File: config.mk
export PLATFORM = sky130hd
export DESIGN_NAME = chip_link_rx
export DESIGN_NICKNAME = d
export VERILOG_FILES = /design/src/rtl/pcss_link_pkg.sv /design/src/rtl/pcss_pkt_fifo.sv /design/src/rtl/chip_link_rx.sv
export SDC_FILE = /design/constraint.sdc
export NUM_CORES = 1
export LEC_CHECK = 0
export CORE_ASPECT_RATIO = 1.1
export CORE_MARGIN = 2
export CORE_UTILIZATION = 56
export CTS_CLUSTER_SIZE = 20
export DETAILED_ROUTE_END_ITERATION = 7
export GPL_TIMING_DRIVEN = 0
export PLACE_DENSITY = 0.9
export SETUP_SLACK_MARGIN = 0.2
export SLEW_MARGIN = 20
export SYNTH_ARGS = -nofsm -noshare
export SYNTH_HDL_FRONTEND = slang
export SYNTH_SLANG_ARGS = --single-unit
File: constraint.sdc
create_clock -name clk -period 5.2 [get_ports clk]
set_input_delay 1.04 -clock clk [delete_from_list [all_inputs] [get_ports clk]]
set_output_delay 1.04 -clock clk [all_outputs]
set_load 0.1 [all_outputs]
File: src/rtl/pcss_link_pkg.sv
// Shared definitions for the pcss chip-edge link: flit/packet geometry,
// link FSM states and the flit parity function used by both link directions.
package pcss_link_pkg;

    localparam int CHIPDATA_WIDTH = 16;
    localparam int FLITS          = 4;
    localparam int PKT_W          = FLITS * CHIPDATA_WIDTH;

    typedef enum logic [0:0] {
        IDLE = 1'b0,
        ACK  = 1'b1
    } link_state_e;

    // Even-XOR parity: the sender drives the XOR of all flit bits.
    function automatic logic link_parity(input logic [CHIPDATA_WIDTH-1:0] data);
        return ^data;
    endfunction

endpackage

File: src/rtl/pcss_pkt_fifo.sv
// Parameterised DEPTH x WIDTH synchronous circular FIFO (power-of-two DEPTH)
// shared by the link receive and transmit sides.
module pcss_pkt_fifo #(
    parameter int DEPTH = 2,
    parameter int WIDTH = 64
) (
    input  logic             clk,
    input  logic             rst_n,
    input  logic             push,
    input  logic [WIDTH-1:0] push_data,
    input  logic             pop,
    output logic [WIDTH-1:0] pop_data,
    output logic             full,
    output logic             empty
);
    import pcss_link_pkg::*;

    localparam int PTR_W = (DEPTH > 1) ? $clog2(DEPTH) : 1;
    localparam int CNT_W = $clog2(DEPTH + 1);
    localparam logic [CNT_W-1:0] FULL_CNT = CNT_W'(DEPTH);
    localparam logic [CNT_W-1:0] CNT_ONE  = CNT_W'(1);
    localparam logic [PTR_W-1:0] PTR_ONE  = PTR_W'(1);

    logic [WIDTH-1:0] mem_r [DEPTH];
    logic [PTR_W-1:0] rd_ptr_r;
    logic [PTR_W-1:0] wr_ptr_r;
    logic [CNT_W-1:0] count_r;
    logic             do_pop_s;
    logic             do_push_s;

    // A pop while full frees the slot the same cycle, so push is allowed then.
    assign do_pop_s  = pop && (count_r != {CNT_W{1'b0}});
    assign do_push_s = push && ((count_r != FULL_CNT) || do_pop_s);

    assign pop_data = mem_r[rd_ptr_r];
    assign full     = (count_r == FULL_CNT);
    assign empty    = (count_r == {CNT_W{1'b0}});

    // Storage, pointers and occupancy count.
    always_ff @(posedge clk) begin
        if (!rst_n) begin
            for (int i = 0; i < DEPTH; i++) begin
                mem_r[i] <= {WIDTH{1'b0}};
            end
            rd_ptr_r <= {PTR_W{1'b0}};
            wr_ptr_r <= {PTR_W{1'b0}};
            count_r  <= {CNT_W{1'b0}};
        end else begin
            if (do_push_s) begin
                mem_r[wr_ptr_r] <= push_data;
                wr_ptr_r        <= wr_ptr_r + PTR_ONE;
            end
            if (do_pop_s) begin
                rd_ptr_r <= rd_ptr_r + PTR_ONE;
            end
            case ({do_push_s, do_pop_s})
                2'b10:   count_r <= count_r + CNT_ONE;
                2'b01:   count_r <= count_r - CNT_ONE;
                default: count_r <= count_r;
            endcase
        end
    end

endmodule

File: src/rtl/chip_link_rx.sv
// Chip-edge receive deserializer: 4-phase flit handshake, MSB-flit-first
// packet assembly into a small output FIFO. Parity check/drop is enabled by
// defining LINK_PARITY_CHECK_EN.
module chip_link_rx #(
    parameter int CHIPDATA_WIDTH = pcss_link_pkg::CHIPDATA_WIDTH,
    parameter int PKT_W          = pcss_link_pkg::PKT_W,
    parameter int FLITS          = pcss_link_pkg::FLITS,
    parameter int DEPTH          = 2,
    parameter int CNT_W          = 8
) (
    input  logic                      clk,
    input  logic                      rst_n,
    input  logic [CHIPDATA_WIDTH-1:0] recv_data_in,
    input  logic                      recv_data_valid,
    input  logic                      recv_data_par,
    output logic                      recv_data_ready,
    output logic                      recv_data_err,
    output logic [PKT_W-1:0]          pkt_data,
    output logic                      pkt_valid,
    input  logic                      pkt_ready,
    output logic [CNT_W-1:0]          drop_cnt
);
    import pcss_link_pkg::*;

    localparam int FC_W = (FLITS > 1) ? $clog2(FLITS) : 1;
    localparam logic [FC_W-1:0] LAST_FLIT = FC_W'(FLITS - 1);
    localparam logic [FC_W-1:0] FC_ONE    = FC_W'(1);

    link_state_e         state_r;
    logic [FC_W-1:0]     flit_cnt_r;
    logic [PKT_W-1:0]    shift_r;
    logic                ready_r;
    logic                err_r;
    logic [PKT_W-1:0]    pkt_s;
    logic                accept_s;
    logic                last_s;
    logic                perr_s;
    logic                keep_s;
    logic                push_s;
    logic                fifo_full_s;
    logic                fifo_empty_s;

    // Full is judged from the registered count only; no pop bypass.
    assign last_s   = (flit_cnt_r == LAST_FLIT);
    assign accept_s = (state_r == IDLE) && recv_data_valid && (!last_s || !fifo_full_s);
    assign push_s   = accept_s && last_s && keep_s;

    // Packet image with the incoming flit placed in slot flit_cnt.
    always_comb begin
        pkt_s = shift_r;
        for (int i = 0; i < FLITS; i++) begin
            if (flit_cnt_r == FC_W'(i)) begin
                pkt_s[PKT_W-1-i*CHIPDATA_WIDTH -: CHIPDATA_WIDTH] = recv_data_in;
            end else begin
                pkt_s[PKT_W-1-i*CHIPDATA_WIDTH -: CHIPDATA_WIDTH] =
                    shift_r[PKT_W-1-i*CHIPDATA_WIDTH -: CHIPDATA_WIDTH];
            end
        end
    end

`ifdef LINK_PARITY_CHECK_EN
    logic             bad_r;
    logic [CNT_W-1:0] drop_r;

    assign perr_s   = link_parity(recv_data_in) ^ recv_data_par;
    assign keep_s   = !(bad_r | perr_s);
    assign drop_cnt = drop_r;

    // Sticky per-packet error flag and saturating drop counter.
    always_ff @(posedge clk) begin
        if (!rst_n) begin
            bad_r  <= 1'b0;
            drop_r <= {CNT_W{1'b0}};
        end else if (accept_s) begin
            if (last_s) begin
                bad_r <= 1'b0;
                if (!keep_s && (drop_r != {CNT_W{1'b1}})) begin
                    drop_r <= drop_r + CNT_W'(1);
                end
            end else begin
                bad_r <= bad_r | perr_s;
            end
        end
    end
`else
    logic unused_par_s;

    assign unused_par_s = recv_data_par;
    assign perr_s       = 1'b0;
    assign keep_s       = 1'b1;
    assign drop_cnt     = {CNT_W{1'b0}};
`endif

    // Link handshake FSM, flit counter and assembly register.
    always_ff @(posedge clk) begin
        if (!rst_n) begin
            state_r    <= IDLE;
            flit_cnt_r <= {FC_W{1'b0}};
            shift_r    <= {PKT_W{1'b0}};
            ready_r    <= 1'b0;
            err_r      <= 1'b0;
        end else begin
            case (state_r)
                IDLE: begin
                    if (accept_s) begin
                        state_r    <= ACK;
                        ready_r    <= 1'b1;
                        err_r      <= perr_s;
                        shift_r    <= pkt_s;
                        flit_cnt_r <= last_s ? {FC_W{1'b0}} : flit_cnt_r + FC_ONE;
                    end
                end
                ACK: begin
                    if (!recv_data_valid) begin
                        state_r <= IDLE;
                        ready_r <= 1'b0;
                        err_r   <= 1'b0;
                    end
                end
                default: begin
                    state_r <= IDLE;
                    ready_r <= 1'b0;
                    err_r   <= 1'b0;
                end
            endcase
        end
    end

    assign recv_data_ready = ready_r;
    assign recv_data_err   = err_r;
    assign pkt_valid       = !fifo_empty_s;

    pcss_pkt_fifo #(
        .DEPTH (DEPTH),
        .WIDTH (PKT_W)
    ) u_fifo (
        .clk       (clk),
        .rst_n     (rst_n),
        .push      (push_s),
        .push_data (pkt_s),
        .pop       (pkt_ready),
        .pop_data  (pkt_data),
        .full      (fifo_full_s),
        .empty     (fifo_empty_s)
    );

endmodule

==> results of run 1 <==
[worst register-to-register path, cell delays in order (launching register included)]
cell,delay [ns]
sky130_fd_sc_hd__dfxtp_1,0.41
sky130_fd_sc_hd__ha_1,0.22
sky130_fd_sc_hd__nor2b_1,0.23
sky130_fd_sc_hd__and3_1,0.25
sky130_fd_sc_hd__inv_4,0.11
sky130_fd_sc_hd__buf_6,0.19
sky130_fd_sc_hd__o21ai_4,0.49
sky130_fd_sc_hd__buf_16,0.23
sky130_fd_sc_hd__buf_16,0.19
[final cells by class]
class	instances	share of cell area
Sequential cell	201	0.4931
Multi-Input combinational cell	450	0.2964
Timing Repair Buffer	91	0.09327
Clock buffer	26	0.05245
Buffer	55	0.03326
Tap cell	200	0.02326
Clock inverter	10	0.004652
Inverter	6	0.003605
[kinds of logic (layout without fill, tap and decap cells)]
| kind of cell | count (synthesis) | after routing | synth area share |
|---|---|---|---|
| simple gates | 230 | 230 | 0.1096 |
| compound gates | 10 | 10 | 0.007218 |
| fa+ha+maj | 5 | 5 | 0.007078 |
| mux | 193 | 193 | 0.2276 |
| buf+inv | 61 | 188 | 0.04488 |
| flops | 201 | 201 | 0.6002 |
| other cells | 1 | 9 | 0.0004243 |
| xor+xnor | 3 | 3 | 0.002973 |
[path summary, 6_finish.rpt]
kind,from,end,slack (ns),cells past startpoint
max,register,pkt_data[4],1.08,4
min,shift_r[34],shift_r[34],0.46,2
max reg2reg,flit_cnt_r[0],u_fifo.mem_r[1][28],2.57,8
min reg2reg,shift_r[34],shift_r[34],0.46,2
[layer usage]
metal  up-vias  GRT usage  share of wire
met5         -          0              0
met4         0     0.1061          0.038
met3        52    0.02988          0.057
met2       231     0.4185           0.51
met1      2811     0.3105           0.40
li1       2681          -              -
[registers in the layout, indices dropped and copies added (netlist names), named ones only]
register	flops
flit_cnt_r	2
u_fifo.rd_ptr_r	1
u_fifo.wr_ptr_r	1
recv_data_ready	1
u_fifo.count_r	2
state_r	1
shift_r	64
u_fifo.mem_r	128
[cells in the mapped netlist]
| master | number | share of area |
|---|---|---|
| sky130_fd_sc_hd__bufinv_8 | 1 | 0.0020 |
| sky130_fd_sc_hd__nand2b_2 | 1 | 0.00099 |
| sky130_fd_sc_hd__nand2_1 | 85 | 0.036 |
| sky130_fd_sc_hd__buf_12 | 3 | 0.0068 |
| sky130_fd_sc_hd__and3b_4 | 1 | 0.0014 |
| sky130_fd_sc_hd__buf_2 | 25 | 0.014 |
| sky130_fd_sc_hd__inv_4 | 1 | 0.00071 |
| sky130_fd_sc_hd__nor4b_1 | 1 | 0.00099 |
| sky130_fd_sc_hd__a21boi_0 | 2 | 0.0017 |
| sky130_fd_sc_hd__xnor2_1 | 3 | 0.0030 |
| sky130_fd_sc_hd__edfxtp_1 | 128 | 0.43 |
| sky130_fd_sc_hd__or3_1 | 1 | 0.00071 |
| sky130_fd_sc_hd__clkbuf_1 | 13 | 0.0055 |
| sky130_fd_sc_hd__nor2b_1 | 3 | 0.0021 |
| sky130_fd_sc_hd__conb_1 | 1 | 0.00042 |
| sky130_fd_sc_hd__o21ai_1 | 2 | 0.0011 |
| sky130_fd_sc_hd__nor3_1 | 1 | 0.00057 |
| sky130_fd_sc_hd__and3_1 | 1 | 0.00071 |
| sky130_fd_sc_hd__nand4_1 | 2 | 0.0014 |
| sky130_fd_sc_hd__mux2_2 | 64 | 0.082 |
| sky130_fd_sc_hd__nor2_1 | 128 | 0.054 |
| sky130_fd_sc_hd__or2_2 | 1 | 0.00071 |
| sky130_fd_sc_hd__dfxtp_1 | 73 | 0.17 |
| sky130_fd_sc_hd__ha_1 | 5 | 0.0071 |
| sky130_fd_sc_hd__buf_4 | 9 | 0.0076 |
| sky130_fd_sc_hd__nor4b_4 | 3 | 0.0081 |
| sky130_fd_sc_hd__and2_1 | 2 | 0.0014 |
| sky130_fd_sc_hd__o21ai_0 | 3 | 0.0017 |
| sky130_fd_sc_hd__buf_6 | 5 | 0.0064 |
| sky130_fd_sc_hd__o21a_1 | 2 | 0.0017 |
| sky130_fd_sc_hd__inv_1 | 4 | 0.0017 |
| sky130_fd_sc_hd__mux2i_1 | 129 | 0.15 |
| sky130_fd_sc_hd__o31a_1 | 1 | 0.00099 |
[through the flow]
step / TNS, ns / instance area [µm²] / setup slack (ns)
after floorplan: 0 / 8869 / 0.3714
final: 0 / 10760 / 1.082
after CTS: 0 / 10760 / 1.070
after global placement: -221.04 / 9970 / -1.748
after detailed placement: 0 / 10140 / 1.587
after global routing: 0 / 10760 / 0.9630
[report_power, final]
| group | internal [mW] | total [mW] | switching, mW |
|---|---|---|---|
| sequential | 1.74 | 1.76 | 0.0200 |
| combinational | 0.147 | 0.492 | 0.344 |
| clock | 0.766 | 1.35 | 0.584 |
| total | 2.66 | 3.61 | 0.948 |
==> impl_results.html, run 1 <==
<table>
<tr><th>Metric</th><th>Value</th></tr>
<tr><th colspan="2">Logic synthesis</th></tr>
<tr><td>Mean Syn Cell Area</td><td>12.55 µm²</td></tr>
<tr><td>Count of state elements after synthesis</td><td>201</td></tr>
<tr><td>Cells after Synth</td><td>a little over 700</td></tr>
<tr><td>Distinct cells, synth</td><td>33</td></tr>
<tr><td>Proportion of synthesized chip area in sequential cells</td><td>0.6002</td></tr>
<tr><td>Post-synthesis instance area</td><td>0.008838 mm²</td></tr>
<tr><td>Count of warnings emitted by yosys</td><td>0</td></tr>
<tr><th colspan="2">Setup path</th></tr>
<tr><td>CP max stage delay</td><td>between 0.9 and 1 ns</td></tr>
<tr><td>Number of buffer and inverter stages on the critical path</td><td>3</td></tr>
<tr><td>Setup crit start kind</td><td>register</td></tr>
<tr><td>Critical-path cell with the highest stage delay</td><td>sky130_fd_sc_hd__clkdlybuf4s50_1</td></tr>
<tr><td>Startpoint-to-endpoint class of the critical path</td><td>register to primary output</td></tr>
<tr><td>Worst endpoint required time</td><td>about 4.2 ns</td></tr>
<tr><td>Ordered list of cells on the worst path</td><td>clkbuf_1, buf_2, mux2_2, clkdlybuf4s50_1</td></tr>
<tr><td>Sort of element at the end of the critical path</td><td>primary output</td></tr>
<tr><td>Arrival time of the worst setup path</td><td>3.08 ns</td></tr>
<tr><td>Largest fanout of any net on the critical path</td><td>10</td></tr>
<tr><td>Top Family by Delay on Critical Path</td><td>buffers and inverters</td></tr>
<tr><th colspan="2">Cells and area</th></tr>
<tr><td>Most frequent cells in the layout</td><td>129 x sky130_fd_sc_hd__mux2i_1, 128 x sky130_fd_sc_hd__nor2_1, 128 x sky130_fd_sc_hd__edfxtp_1</td></tr>
<tr><td>Total of fill cells in the finished design</td><td>about 1100</td></tr>
<tr><td>Layout cell share with drive strength beyond 1</td><td>0.1812</td></tr>
<tr><td>Register area</td><td>about 0.0053 mm²</td></tr>
<tr><td>Non-filler cells in the finished layout</td><td>around 1000</td></tr>
<tr><td>Antenna cells</td><td>0</td></tr>
<tr><td>Nets</td><td>approximately 850</td></tr>
<tr><td>Commonest non-fill, non-tap cell in the layout</td><td>sky130_fd_sc_hd__mux2i_1</td></tr>
<tr><td>Utilization after layout</td><td>0.6917</td></tr>
<tr><td>Relative area change from synthesis to final layout</td><td>21.73%</td></tr>
<tr><td>Footprint of the multi-input gates</td><td>between 0.003 and 0.004 mm²</td></tr>
<tr><th colspan="2">Place</th></tr>
<tr><td>HPWL after DPL</td><td>~14000 µm</td></tr>
<tr><td>RD Place Congestion</td><td>between 0.8 and 0.9</td></tr>
<tr><td>Number of I/O port buffers</td><td>between 80 and 90</td></tr>
<tr><td>Placed cell count</td><td>between 1000 and 1500</td></tr>
<tr><th colspan="2">Timing</th></tr>
<tr><td>Hold Worst Slack</td><td>0.4572 ns</td></tr>
<tr><td>Final-report setup violation count</td><td>0</td></tr>
<tr><td>Period minus WS final</td><td>~4.1 ns</td></tr>
<tr><td>Share of the clock period used by the worst path</td><td>0.7919</td></tr>
<tr><td>Max frequency</td><td>between 0.2 and 0.25 GHz</td></tr>
<tr><td>Count of final hold-check violations</td><td>0</td></tr>
<tr><td>Worst slew slack as a fraction of its limit</td><td>0.3241</td></tr>
<tr><td>Worst-case clock skew</td><td>roughly 0.017 ns</td></tr>
<tr><td>Pin slew with the least headroom to its limit</td><td>1.011 ns</td></tr>
<tr><td>RSZ-0062 raised after global routing</td><td>false</td></tr>
<tr><td>Slew Viols, Final</td><td>0</td></tr>
<tr><th colspan="2">Floorplanning</th></tr>
<tr><td>Starting density of the core</td><td>0.5682</td></tr>
<tr><td>Count of pins on the block boundary</td><td>96</td></tr>
<tr><td>Die ar.</td><td>around 0.017 mm²</td></tr>
<tr><td>Core Region</td><td>roughly 0.016 mm²</td></tr>
<tr><td>Floorplan row count</td><td>48</td></tr>
<tr><td>Die height</td><td>about 140 µm</td></tr>
<tr><td>Die X-Extent</td><td>123.8 µm</td></tr>
<tr><th colspan="2">Pwr</th></tr>
<tr><td>Total Power</td><td>3.606 mW</td></tr>
<tr><td>Worst vdd rail ir drop</td><td>0.0002560 V</td></tr>
<tr><td>Total power density per cell area</td><td>between 300 and 400 mW/mm²</td></tr>
<tr><td>Leakage power</td><td>just under 4 nW</td></tr>
<tr><th colspan="2">Clock tree</th></tr>
<tr><td>Clock slew seen by the registers of the worst setup and hold paths</td><td>roughly 0.050 ns</td></tr>
<tr><td>Clock Sinks</td><td>approximately 200</td></tr>
<tr><td>Latest clock arrival within the worst-skew pair</td><td>around 0.49 ns</td></tr>
<tr><td>TritonCTS clock tree</td><td>yes</td></tr>
<tr><td>Clock root buffer</td><td>sky130_fd_sc_hd__clkbuf_16</td></tr>
<tr><td>Cts bufs inserted</td><td>20</td></tr>
<tr><td>CTS H-tree lvls</td><td>1</td></tr>
<tr><td>Clock Tree Buf Depth</td><td>3</td></tr>
<tr><td>Quantity of gates resized following cts</td><td>0</td></tr>
<tr><td>Setup bufs post-CTS</td><td>0</td></tr>
<tr><td>Cts hold-fix bufs</td><td>0</td></tr>
<tr><th colspan="2">Detailed routing</th></tr>
<tr><td>Routed wire length per instance</td><td>between 15 and 20 µm</td></tr>
<tr><td>First drt pass iteration count</td><td>5</td></tr>
<tr><td>Routed WL</td><td>between 20000 and 25000 µm</td></tr>
<tr><td>Number of nets with antenna violations after detailed routing</td><td>0</td></tr>
<tr><td>Routed via count divided by cell count</td><td>between 5 and 6</td></tr>
<tr><td>DRC marker count from the first detailed-route iteration</td><td>401</td></tr>
<tr><td>DRC violations left</td><td>0</td></tr>
<tr><td>Number of vias in the routed layout</td><td>between 5000 and 6000</td></tr>
<tr><th colspan="2">GRT</th></tr>
<tr><td>Vias in the first global route</td><td>~6000</td></tr>
<tr><td>Total congestion overflow after global routing</td><td>0</td></tr>
<tr><td>GRT Util Overall</td><td>0.2443</td></tr>
<tr><td>Global-route wire length before repair</td><td>around 31000 µm</td></tr>
<tr><td>Initial antenna violation count</td><td>0</td></tr>
<tr><td>Largest net degree at the start of global routing</td><td>25</td></tr>
<tr><th colspan="2">Outcome</th></tr>
<tr><td>Status</td><td>finished clean</td></tr>
<tr><th colspan="2">Worst hold path</th></tr>
<tr><td>Hold Path Class</td><td>register to register</td></tr>
<tr><th colspan="2">Run</th></tr>
<tr><td>Total of max-cap violations</td><td>0</td></tr>
</table>
Note: power is estimated with default switching activity, not from simulation.
==> run 2, diff against run 1 <==
clock period = 4.1 ns   (was 5.2 ns; I/O delays follow)
==> run 2 against run 1 <==
  * Sequential cell count stayed put
  * Utilization rose by 0.77 points
  * Setup slack got worse by 0.57 ns
  * First-iteration DRC count down 1.5%
  * Clock skew is 0.00093 ns higher
  * Clock power increased by 27%
  * Via count is the same
  * Cell count stayed put
  * Total power up 27%
  * Largest cell class unchanged
==> impl_results.html, run 2 (same netlist as run 1, synthesis figures left out) <==
<table>
<tr><th>Metric</th><th>Value</th></tr>
<tr><th colspan="2">Outcome</th></tr>
<tr><td>Status</td><td>finished clean</td></tr>
<tr><th colspan="2">Pwr</th></tr>
<tr><td>Gate power share</td><td>0.136 (about the same)</td></tr>
<tr><td>Switching portion of total power</td><td>0.2631 (about the same)</td></tr>
<tr><td>Sequential Power Share</td><td>0.490 (about the same)</td></tr>
<tr><td>Part of the power in the clock network</td><td>0.374 (about the same)</td></tr>
<tr><td>Total power density per cell area</td><td>419.9 mW/mm² (+25%)</td></tr>
<tr><td>Leakage power</td><td>4.604 nW (+17%)</td></tr>
<tr><td>Worst vdd rail ir drop</td><td>0.0003149 V (+23%)</td></tr>
<tr><td>Total net switching power</td><td>1.202 mW (+27%)</td></tr>
<tr><td>Cell internal pwr</td><td>3.367 mW (+27%)</td></tr>
<tr><th colspan="2">Floorplanning</th></tr>
<tr><td>Die height</td><td>135.8 µm (unchanged)</td></tr>
<tr><td>Floorplan row count</td><td>48 (unchanged)</td></tr>
<tr><td>Die X-Extent</td><td>123.8 µm (unchanged)</td></tr>
<tr><td>Count of pins on the block boundary</td><td>96 (unchanged)</td></tr>
<tr><td>Die ar.</td><td>0.01681 mm² (unchanged)</td></tr>
<tr><td>Starting density of the core</td><td>0.5682 (unchanged)</td></tr>
<tr><td>Core Region</td><td>0.01555 mm² (unchanged)</td></tr>
<tr><th colspan="2">Place</th></tr>
<tr><td>HPWL after DPL</td><td>13910 µm (unchanged)</td></tr>
<tr><td>RD Place Congestion</td><td>0.8231 (unchanged)</td></tr>
<tr><td>Number of I/O port buffers</td><td>85 (unchanged)</td></tr>
<tr><td>Placed cell count</td><td>1003 (unchanged)</td></tr>
<tr><th colspan="2">Clock tree</th></tr>
<tr><td>Cts hold-fix bufs</td><td>0 (unchanged)</td></tr>
<tr><td>Clock slew seen by the registers of the worst setup and hold paths</td><td>0.05 ns (about the same)</td></tr>
<tr><td>Clock root buffer</td><td>sky130_fd_sc_hd__clkbuf_16</td></tr>
<tr><td>Latest clock arrival within the worst-skew pair</td><td>0.50 ns (about the same)</td></tr>
<tr><td>TritonCTS clock tree</td><td>yes</td></tr>
<tr><td>Cts bufs inserted</td><td>20 (unchanged)</td></tr>
<tr><td>Clock Sinks</td><td>201 (unchanged)</td></tr>
<tr><td>CTS H-tree lvls</td><td>1 (unchanged)</td></tr>
<tr><td>Clock Tree Buf Depth</td><td>3 (unchanged)</td></tr>
<tr><th colspan="2">Worst hold path</th></tr>
<tr><td>Hold path startpoint</td><td>shift_r[34]</td></tr>
<tr><td>Hold Path Class</td><td>register to register</td></tr>
<tr><th colspan="2">Timing</th></tr>
<tr><td>Worst slew slack as a fraction of its limit</td><td>0.3343 (+0.01016)</td></tr>
<tr><td>Worst-case clock skew</td><td>0.01778 ns (+0.0009283 ns)</td></tr>
<tr><td>Slew Viols, Final</td><td>0 (unchanged)</td></tr>
<tr><td>Period minus WS final</td><td>between 3 and 4 ns</td></tr>
<tr><td>Final-report setup violation count</td><td>0 (unchanged)</td></tr>
<tr><td>RSZ-0062 raised after global routing</td><td>false</td></tr>
<tr><td>Count of final hold-check violations</td><td>0 (unchanged)</td></tr>
<tr><td>Share of the clock period used by the worst path</td><td>0.8753</td></tr>
<tr><td>Max frequency</td><td>around 0.28 GHz</td></tr>
<tr><td>Pin slew with the least headroom to its limit</td><td>0.9970 ns (-0.01371 ns)</td></tr>
<tr><th colspan="2">Cells and area</th></tr>
<tr><td>Commonest non-fill, non-tap cell in the layout</td><td>sky130_fd_sc_hd__mux2i_1</td></tr>
<tr><td>Antenna cells</td><td>0 (unchanged)</td></tr>
<tr><td>Non-filler cells in the finished layout</td><td>1039 (unchanged)</td></tr>
<tr><td>Nets</td><td>851 (unchanged)</td></tr>
<tr><td>Most frequent cells in the layout</td><td>129 x sky130_fd_sc_hd__mux2i_1, 128 x sky130_fd_sc_hd__nor2_1, 128 x sky130_fd_sc_hd__edfxtp_1</td></tr>
<tr><td>Relative area change from synthesis to final layout</td><td>23.09%</td></tr>
<tr><td>Utilization after layout</td><td>0.6994 (+0.007722)</td></tr>
<tr><td>Layout cell share with drive strength beyond 1</td><td>0.1812 (unchanged)</td></tr>
<tr><td>Max reg flops</td><td>128 (unchanged)</td></tr>
<tr><td>Regs by FF count</td><td>u_fifo.mem_r: 128 flops, shift_r: 64 flops</td></tr>
<tr><td>Register with the highest flop count</td><td>u_fifo.mem_r</td></tr>
<tr><td>Total of fill cells in the finished design</td><td>1042 (-2.3%)</td></tr>
<tr><th colspan="2">Setup path</th></tr>
<tr><td>Startpoint-to-endpoint class of the critical path</td><td>register to primary output</td></tr>
<tr><td>Worst endpoint required time</td><td>3.28 ns (-0.88 ns)</td></tr>
<tr><td>Setup crit start kind</td><td>register</td></tr>
<tr><td>Largest fanout of any net on the critical path</td><td>10 (unchanged)</td></tr>
<tr><td>CP max stage delay</td><td>0.85 ns (-0.12 ns)</td></tr>
<tr><td>Critical-path cell with the highest stage delay</td><td>sky130_fd_sc_hd__dlygate4sd2_1</td></tr>
<tr><td>Ordered list of cells on the worst path</td><td>clkbuf_1, buf_2, mux2_2, dlygate4sd2_1</td></tr>
<tr><td>Arrival time of the worst setup path</td><td>2.77 ns (-0.31 ns)</td></tr>
<tr><td>Reg-to-reg critical path startpoint</td><td>flit_cnt_r[0]</td></tr>
<tr><td>Sort of element at the end of the critical path</td><td>primary output</td></tr>
<tr><th colspan="2">Detailed routing</th></tr>
<tr><td>Number of nets with antenna violations after detailed routing</td><td>0 (unchanged)</td></tr>
<tr><td>Routed WL</td><td>20320 µm (+0.76%)</td></tr>
<tr><td>DRC violations left</td><td>0 (unchanged)</td></tr>
<tr><td>First drt pass iteration count</td><td>5 (unchanged)</td></tr>
<tr><td>DRC marker count from the first detailed-route iteration</td><td>395 (-1.5%)</td></tr>
<tr><td>Number of vias in the routed layout</td><td>5775 (unchanged)</td></tr>
<tr><td>Routed via count divided by cell count</td><td>5.558 (unchanged)</td></tr>
<tr><td>Routed wire length per instance</td><td>19.55 µm (+0.76%)</td></tr>
<tr><th colspan="2">GRT</th></tr>
<tr><td>Total congestion overflow after global routing</td><td>0 (unchanged)</td></tr>
<tr><td>Largest net degree at the start of global routing</td><td>25 (unchanged)</td></tr>
<tr><td>Vias in the first global route</td><td>5970 (unchanged)</td></tr>
<tr><td>Global-route wire length before repair</td><td>30990 µm (about the same)</td></tr>
<tr><td>GRT Util Overall</td><td>0.2445 (about the same)</td></tr>
<tr><td>Initial antenna violation count</td><td>0 (unchanged)</td></tr>
<tr><th colspan="2">Run</th></tr>
<tr><td>Total of max-cap violations</td><td>0 (unchanged)</td></tr>
</table>
-- run 2: cell types whose count changed in the layout (fill, tap and decap cells not counted), sizes merged --
cell           change
clkdlybuf4s50     -60
dlygate4sd2        +8
dlymetal6s2s      +52
-- run 2: area by class of cell --
cell class	count	area [µm²]	share of cell area
Buffer	55	357.8	0.03289
Clock buffer	26	564.3	0.05187
Clock inverter	10	50.05	0.004600
Inverter	6	38.79	0.003565
Multi-Input combinational cell	450	3189	0.2932
Sequential cell	201	5305	0.4876
Tap cell	200	250.2	0.02300
Timing Repair Buffer	91	1124	0.1033
-- run 2: metrics by stage --
step / area, µm² / total power, mW / setup TNS [ns] / setup WS, ns / hold WS (ns)
2_1_floorplan: 8869 / 2.738 / -65.10 / -0.5086 / 0.4341
3_3_place_gp: 9970 / 2.878 / -333.68 / -2.628 / 0.4417
3_5_place_dp: 10140 / 2.898 / 0 / 0.7071 / 0.4478
4_1_cts: 10750 / 4.581 / 0 / 0.2004 / 0.4574
5_1_grt: 10880 / 4.681 / 0 / 0.3588 / 0.4741
6_report: 10880 / 4.569 / 0 / 0.5112 / 0.4573
-- run 2: repair_timing --
item / 4_1_cts / 5_1_grt
setup buffers: 0 / 0
endpoints found under the setup margin: 8 / 52
resized for setup: 8 / 52
cloned: 0 / 0
endpoints found under the hold margin: 0 / 0
-- run 2: final timing paths --
path	endpoint	slack, ns	cells past startpoint
hold reg to reg	shift_r[34]	0.46	2
setup / recovery	pkt_data[4]	0.51	4
setup reg to reg	u_fifo.mem_r[1][31]	1.46	8
hold / removal	shift_r[34]	0.46	2
-- run 2: power groups by stage --
| stage | combinational, mW | sequential (mW) | clock [mW] |
|---|---|---|---|
| after floorplan | 0.454 | 2.28 | 0 |
| after global placement | 0.592 | 2.29 | 0 |
| after detailed placement | 0.618 | 2.28 | 0 |
| after CTS | 0.621 | 2.24 | 1.72 |
| after global routing | 0.644 | 2.24 | 1.79 |
| final | 0.620 | 2.24 | 1.71 |
-- run 2: metal layers --
metal / track usage / wire [µm] / vias up
li1: - / - / 2680
met4: 0.1061 / 733 / 0
met1: 0.3108 / 8180 / 2845
met5: 0 / 0 / -
met2: 0.4188 / 10320 / 202
met3: 0.02988 / 1083 / 48
-- run 2: critical path, delay by kind of cell (launching register included) --
family	cells	cell delay, ns
buffers and inverters	3	1.74
muxes	1	0.23
DFF	1	0.30
==> run 3, diff against run 2 <==
ABC_AREA = 1   (was not set)
CORE_MARGIN = not set   (was 2)
CORE_UTILIZATION = 57   (was 56)
PLACE_DENSITY = 0.91   (was 0.9)
==> run 3 against run 2 <==
  * Synthesized cell count up 49%
  * Cell count up 32%
  * Die area up 0.14%
  * Routed wire length up 12%
  * First-iteration DRC count up 100%
  * Non-clock buffer count up 11
  * Critical path type unchanged
  * Area after synthesis up 5.2%
  * Setup slack worse by 0.16 ns
  * Clock skew up 0.0040 ns
  * Sequential cell count unchanged
  * Critical path depth unchanged
==> impl_results.html, run 3 <==
<table>
<tr><th>Metric</th><th>Value</th></tr>
<tr><th colspan="2">Outcome</th></tr>
<tr><td>Status</td><td>finished clean</td></tr>
<tr><th colspan="2">Timing</th></tr>
<tr><td>Max frequency</td><td>0.2671 GHz (-4.1%)</td></tr>
<tr><td>RSZ-0062 raised after global routing</td><td>false</td></tr>
<tr><td>Worst-case clock skew</td><td>0.02173 ns (+0.003951 ns)</td></tr>
<tr><td>Final-report setup violation count</td><td>0 (unchanged)</td></tr>
<tr><td>Slew Viols, Final</td><td>0 (unchanged)</td></tr>
<tr><td>Period minus WS final</td><td>3.744 ns (+0.1551 ns)</td></tr>
<tr><td>Hold Worst Slack</td><td>0.4818 ns (+0.02452 ns)</td></tr>
<tr><td>Count of final hold-check violations</td><td>0 (unchanged)</td></tr>
<tr><td>Worst slew slack as a fraction of its limit</td><td>0.3336 (-0.0007010)</td></tr>
<tr><td>Post-route worst setup slack</td><td>0.3561 ns (-0.1551 ns)</td></tr>
<tr><td>Share of the clock period used by the worst path</td><td>0.9132 (+0.03784)</td></tr>
<tr><td>Pin slew with the least headroom to its limit</td><td>1.004 ns (+0.006668 ns)</td></tr>
<tr><th colspan="2">Logic synthesis</th></tr>
<tr><td>Library cell occupying the most area in the post-synthesis netlist</td><td>sky130_fd_sc_hd__edfxtp_1</td></tr>
<tr><td>Mean Syn Cell Area</td><td>8.881 µm² (-29%)</td></tr>
<tr><td>Count of warnings emitted by yosys</td><td>0 (unchanged)</td></tr>
<tr><td>Most frequent cells after synthesis</td><td>269 x sky130_fd_sc_hd__nand2_1, 260 x sky130_fd_sc_hd__nor2_1, 128 x sky130_fd_sc_hd__edfxtp_1</td></tr>
<tr><td>Most common cell in the synthesized netlist</td><td>sky130_fd_sc_hd__nand2_1</td></tr>
<tr><td>Compound-Gate Fraction of Synth Area</td><td>0.004440 (-0.002779)</td></tr>
<tr><td>Most used flip-flop cell after synthesis</td><td>sky130_fd_sc_hd__edfxtp_1</td></tr>
<tr><td>Dominant combinational cell family by area after synthesis</td><td>simple AND/OR/NAND/NOR gates</td></tr>
<tr><td>Proportion of synthesized chip area in sequential cells</td><td>0.5705 (-0.02972)</td></tr>
<tr><td>Multiplexer share of the synthesized area</td><td>0.07750 (-0.1501)</td></tr>
<tr><td>Most area-consuming cells after synthesis</td><td>sky130_fd_sc_hd__edfxtp_1 41%, sky130_fd_sc_hd__dfxtp_1 16%, sky130_fd_sc_hd__nand2_1 11%, sky130_fd_sc_hd__nor2_1 10%, sky130_fd_sc_hd__mux2_2 7.8%</td></tr>
<tr><td>Distinct cells, synth</td><td>24 (-27%)</td></tr>
<tr><td>Count of state elements after synthesis</td><td>201 (unchanged)</td></tr>
<tr><td>Simple logic cell fraction of the synthesized area</td><td>0.2569 (+0.1473)</td></tr>
<tr><td>Cells after Synth</td><td>1047 (+49%)</td></tr>
<tr><td>Adder-cell share of the synthesized area</td><td>0.006728 (-0.0003505)</td></tr>
<tr><td>Xor/xnor cell area share of the yosys netlist</td><td>0.0009419 (-0.002031)</td></tr>
<tr><td>Post-synthesis instance area</td><td>0.009299 mm² (+5.2%)</td></tr>
<tr><td>Fraction of post-synthesis cell area in the top cell type by area</td><td>0.4133 (-0.02153)</td></tr>
<tr><td>Post-synth EDFFs</td><td>128 (unchanged)</td></tr>
<tr><td>Async SR Flop Fraction</td><td>0 (unchanged)</td></tr>
<tr><th colspan="2">Setup path</th></tr>
<tr><td>Worst reg2reg endpoint</td><td>u_fifo.mem_r[0][39]</td></tr>
<tr><td>Arrival time of the worst setup path</td><td>2.92 ns (+0.15 ns)</td></tr>
<tr><td>Startpoint-to-endpoint class of the critical path</td><td>register to primary output</td></tr>
<tr><td>Critical-path cell with the highest stage delay</td><td>sky130_fd_sc_hd__dlygate4sd2_1</td></tr>
<tr><td>Ordered list of cells on the worst path</td><td>clkbuf_1, buf_2, mux2_2, dlygate4sd2_1</td></tr>
<tr><td>Top Family by Delay on Critical Path</td><td>buffers and inverters</td></tr>
<tr><td>Length in cells of the worst reg-to-reg path</td><td>9 (+1)</td></tr>
<tr><td>R2R setup slack</td><td>1.29 ns (-0.17 ns)</td></tr>
<tr><td>Sort of element at the end of the critical path</td><td>primary output</td></tr>
<tr><td>CP max stage delay</td><td>0.86 ns (about the same)</td></tr>
<tr><td>Largest fanout of any net on the critical path</td><td>10 (unchanged)</td></tr>
<tr><td>Worst endpoint required time</td><td>3.28 ns (about the same)</td></tr>
<tr><td>Reg-to-reg critical path startpoint</td><td>flit_cnt_r[0]</td></tr>
<tr><td>Setup crit start kind</td><td>register</td></tr>
<tr><td>Number of buffer and inverter stages on the critical path</td><td>3 (unchanged)</td></tr>
<tr><td>Stages on the worst setup path</td><td>4 (unchanged)</td></tr>
<tr><td>Capture point of the worst path</td><td>pkt_data[63]</td></tr>
<tr><th colspan="2">Place</th></tr>
<tr><td>HPWL after DPL</td><td>14730 µm (+5.9%)</td></tr>
<tr><td>DP Worst Slack</td><td>0.6906 ns (-0.01650 ns)</td></tr>
<tr><td>RD Place Congestion</td><td>0.8615 (+4.7%)</td></tr>
<tr><td>Post-place instance area</td><td>0.01048 mm² (+3.3%)</td></tr>
<tr><td>Number of I/O port buffers</td><td>84 (-1.2%)</td></tr>
<tr><th colspan="2">Floorplanning</th></tr>
<tr><td>Die ar.</td><td>0.01683 mm² (+0.14%)</td></tr>
<tr><td>Count of pins on the block boundary</td><td>96 (unchanged)</td></tr>
<tr><td>Floorplan row count</td><td>48 (unchanged)</td></tr>
<tr><td>Die X-Extent</td><td>123.8 µm (about the same)</td></tr>
<tr><td>Die height</td><td>136.0 µm (+0.15%)</td></tr>
<tr><td>Core Region</td><td>0.01580 mm² (+1.5%)</td></tr>
<tr><td>Starting density of the core</td><td>0.5887 (+0.02051)</td></tr>
<tr><th colspan="2">Clock tree</th></tr>
<tr><td>TritonCTS clock tree</td><td>yes</td></tr>
<tr><td>Setup bufs post-CTS</td><td>0 (unchanged)</td></tr>
<tr><td>Clock root buffer</td><td>sky130_fd_sc_hd__clkbuf_16</td></tr>
<tr><td>Clock Sinks</td><td>201 (unchanged)</td></tr>
<tr><td>Clock slew seen by the registers of the worst setup and hold paths</td><td>0.06 ns (about the same)</td></tr>
<tr><td>CTS H-tree lvls</td><td>1 (unchanged)</td></tr>
<tr><td>Cts bufs inserted</td><td>20 (unchanged)</td></tr>
<tr><td>Clock Tree Buf Depth</td><td>3 (unchanged)</td></tr>
<tr><td>Latest clock arrival within the worst-skew pair</td><td>0.51 ns (about the same)</td></tr>
<tr><td>Cts hold-fix bufs</td><td>0 (unchanged)</td></tr>
<tr><th colspan="2">GRT</th></tr>
<tr><td>Global-route wire length before repair</td><td>35470 µm (+14%)</td></tr>
<tr><td>GRT Util Overall</td><td>0.2784 (+0.03387)</td></tr>
<tr><td>Largest net degree at the start of global routing</td><td>40 (+60%)</td></tr>
<tr><td>Total congestion overflow after global routing</td><td>0 (unchanged)</td></tr>
<tr><td>Vias in the first global route</td><td>7086 (+19%)</td></tr>
<tr><td>Initial antenna violation count</td><td>0 (unchanged)</td></tr>
<tr><th colspan="2">Detailed routing</th></tr>
<tr><td>DRC marker count from the first detailed-route iteration</td><td>790 (+100%)</td></tr>
<tr><td>First drt pass iteration count</td><td>6 (+1)</td></tr>
<tr><td>Number of nets with antenna violations after detailed routing</td><td>0 (unchanged)</td></tr>
<tr><td>DRC violations left</td><td>0 (unchanged)</td></tr>
<tr><td>Routed WL</td><td>22700 µm (+12%)</td></tr>
<tr><td>Routed via count divided by cell count</td><td>5.411 (-2.7%)</td></tr>
<tr><td>Routed wire length per instance</td><td>16.50 µm (-16%)</td></tr>
<tr><td>Number of vias in the routed layout</td><td>7445 (+29%)</td></tr>
<tr><th colspan="2">Cells and area</th></tr>
<tr><td>Most frequent cells in the layout</td><td>267 x sky130_fd_sc_hd__nand2_1, 260 x sky130_fd_sc_hd__nor2_1, 128 x sky130_fd_sc_hd__edfxtp_1</td></tr>
<tr><td>Layout cell share with drive strength beyond 1</td><td>0.1327 (-0.04851)</td></tr>
<tr><td>Antenna cells</td><td>0 (unchanged)</td></tr>
<tr><td>Total of fill cells in the finished design</td><td>1119 (+7.4%)</td></tr>
<tr><td>Register with the highest flop count</td><td>u_fifo.mem_r</td></tr>
<tr><td>Utilization after layout</td><td>0.6978 (-0.001607)</td></tr>
<tr><td>Area of all placed cells without fillers</td><td>0.01102 mm² (+1.3%)</td></tr>
<tr><td>Relative area change from synthesis to final layout</td><td>18.53%</td></tr>
<tr><td>Regs by FF count</td><td>u_fifo.mem_r: 128 flops, shift_r: 64 flops</td></tr>
<tr><td>Max reg flops</td><td>128 (unchanged)</td></tr>
<tr><td>Commonest non-fill, non-tap cell in the layout</td><td>sky130_fd_sc_hd__nand2_1</td></tr>
<tr><td>Nets</td><td>1189 (+40%)</td></tr>
<tr><th colspan="2">Pwr</th></tr>
<tr><td>Switching portion of total power</td><td>0.2973 (+0.03416)</td></tr>
<tr><td>Cell internal pwr</td><td>3.477 mW (+3.3%)</td></tr>
<tr><td>Total Power</td><td>4.948 mW (+8.3%)</td></tr>
<tr><td>Gate power share</td><td>0.179 (+0.043)</td></tr>
<tr><td>Sequential Power Share</td><td>0.465 (-0.025)</td></tr>
<tr><td>Leakage power</td><td>4.986 nW (+8.3%)</td></tr>
<tr><td>Part of the power in the clock network</td><td>0.356 (-0.018)</td></tr>
<tr><td>Worst vdd rail ir drop</td><td>0.0003003 V (-4.6%)</td></tr>
<tr><td>Total power density per cell area</td><td>448.9 mW/mm² (+6.9%)</td></tr>
<tr><td>Total net switching power</td><td>1.471 mW (+22%)</td></tr>
<tr><th colspan="2">Run</th></tr>
<tr><td>Total of max-cap violations</td><td>0 (unchanged)</td></tr>
<tr><th colspan="2">Worst hold path</th></tr>
<tr><td>Hold Path Class</td><td>register to register</td></tr>
</table>
## run 3: cell types whose count changed in the layout (fill, tap and decap cells not counted), moves of 52 or more
cell / delta
sky130_fd_sc_hd__mux2i_1: -129
sky130_fd_sc_hd__nor2_1: +132
sky130_fd_sc_hd__inv_1: +84
sky130_fd_sc_hd__nand2_1: +182
sky130_fd_sc_hd__nand3_1: +68
sky130_fd_sc_hd__dlymetal6s2s_1: -52
sky130_fd_sc_hd__dlygate4sd2_1: +52
## run 3: metal layers
metal,global-route usage,part of all wire
met2,0.4519,0.49
met4,0.1606,0.051
met5,0,0
met1,0.3480,0.38
met3,0.04866,0.081
## run 3: how the worst min path moves through the flow
| stage | from | end | slack, ns | cells after the start |
|---|---|---|---|---|
| floorplan | shift_r[0] | shift_r[0] | 0.46 | 2 |
| CTS | shift_r[6] | shift_r[6] | 0.48 | 2 |
| global route | shift_r[42] | shift_r[42] | 0.50 | 2 |
| detailed placement | recv_data_ready | recv_data_ready | 0.47 | 2 |
| global placement | shift_r[28] | shift_r[28] | 0.46 | 2 |
| finish | shift_r[26] | shift_r[26] | 0.48 | 2 |
## run 3: per-stage QoR
stage	std cells	TNS (ns)
CTS	1376	0
floorplan	1055	0
finish	1376	0
global placement	1339	-85.40
global route	1376	0
detailed placement	1341	0
## run 3: layout make-up
| cell class | count | area [µm²] | area share |
|---|---|---|---|
| Buffer | 71 | 426.7 | 0.03871 |
| Clock inverter | 5 | 27.53 | 0.002497 |
| Multi-Input combinational cell | 692 | 3271 | 0.2967 |
| Inverter | 91 | 341.6 | 0.03099 |
| Sequential cell | 201 | 5305 | 0.4813 |
| Clock buffer | 30 | 594.3 | 0.05392 |
| Tap cell | 200 | 250.2 | 0.02270 |
| Timing Repair Buffer | 86 | 805.8 | 0.07311 |
## run 3: tightest hold or removal path, cell delays in order, from the launching register on
cell and delay, ns:
sky130_fd_sc_hd__dfxtp_1 0.32, sky130_fd_sc_hd__nor2_1 0.05, sky130_fd_sc_hd__nor2_1 0.08
## run 3: repair_timing
| action | in CTS | in global routing |
|---|---|---|
| hold endpoints to repair | 0 | 0 |
| setup endpoints to repair | 60 | 0 |
| gates resized for setup | 60 | 0 |
## run 3: cell families (layout without fill, tap and decap cells)
group | count (synthesis) | after routing
AO/OA/AOI/OAI | 7 | 7
XOR/XNOR | 1 | 1
adder cells (fa/ha/maj) | 5 | 5
buffers and inverters | 162 | 283
flip-flops | 201 | 201
multiplexers | 64 | 64
other | 1 | 9
AND/OR/NAND/NOR | 606 | 606
## run 3: power by group through the flow
stage	clock (mW)	combinational, mW	sequential, mW
3_3_place_gp	0	0.854	2.34
3_5_place_dp	0	0.884	2.34
2_1_floorplan	0	0.679	2.34
6_report	1.76	0.884	2.30
4_1_cts	1.76	0.875	2.30
5_1_grt	1.84	0.947	2.31
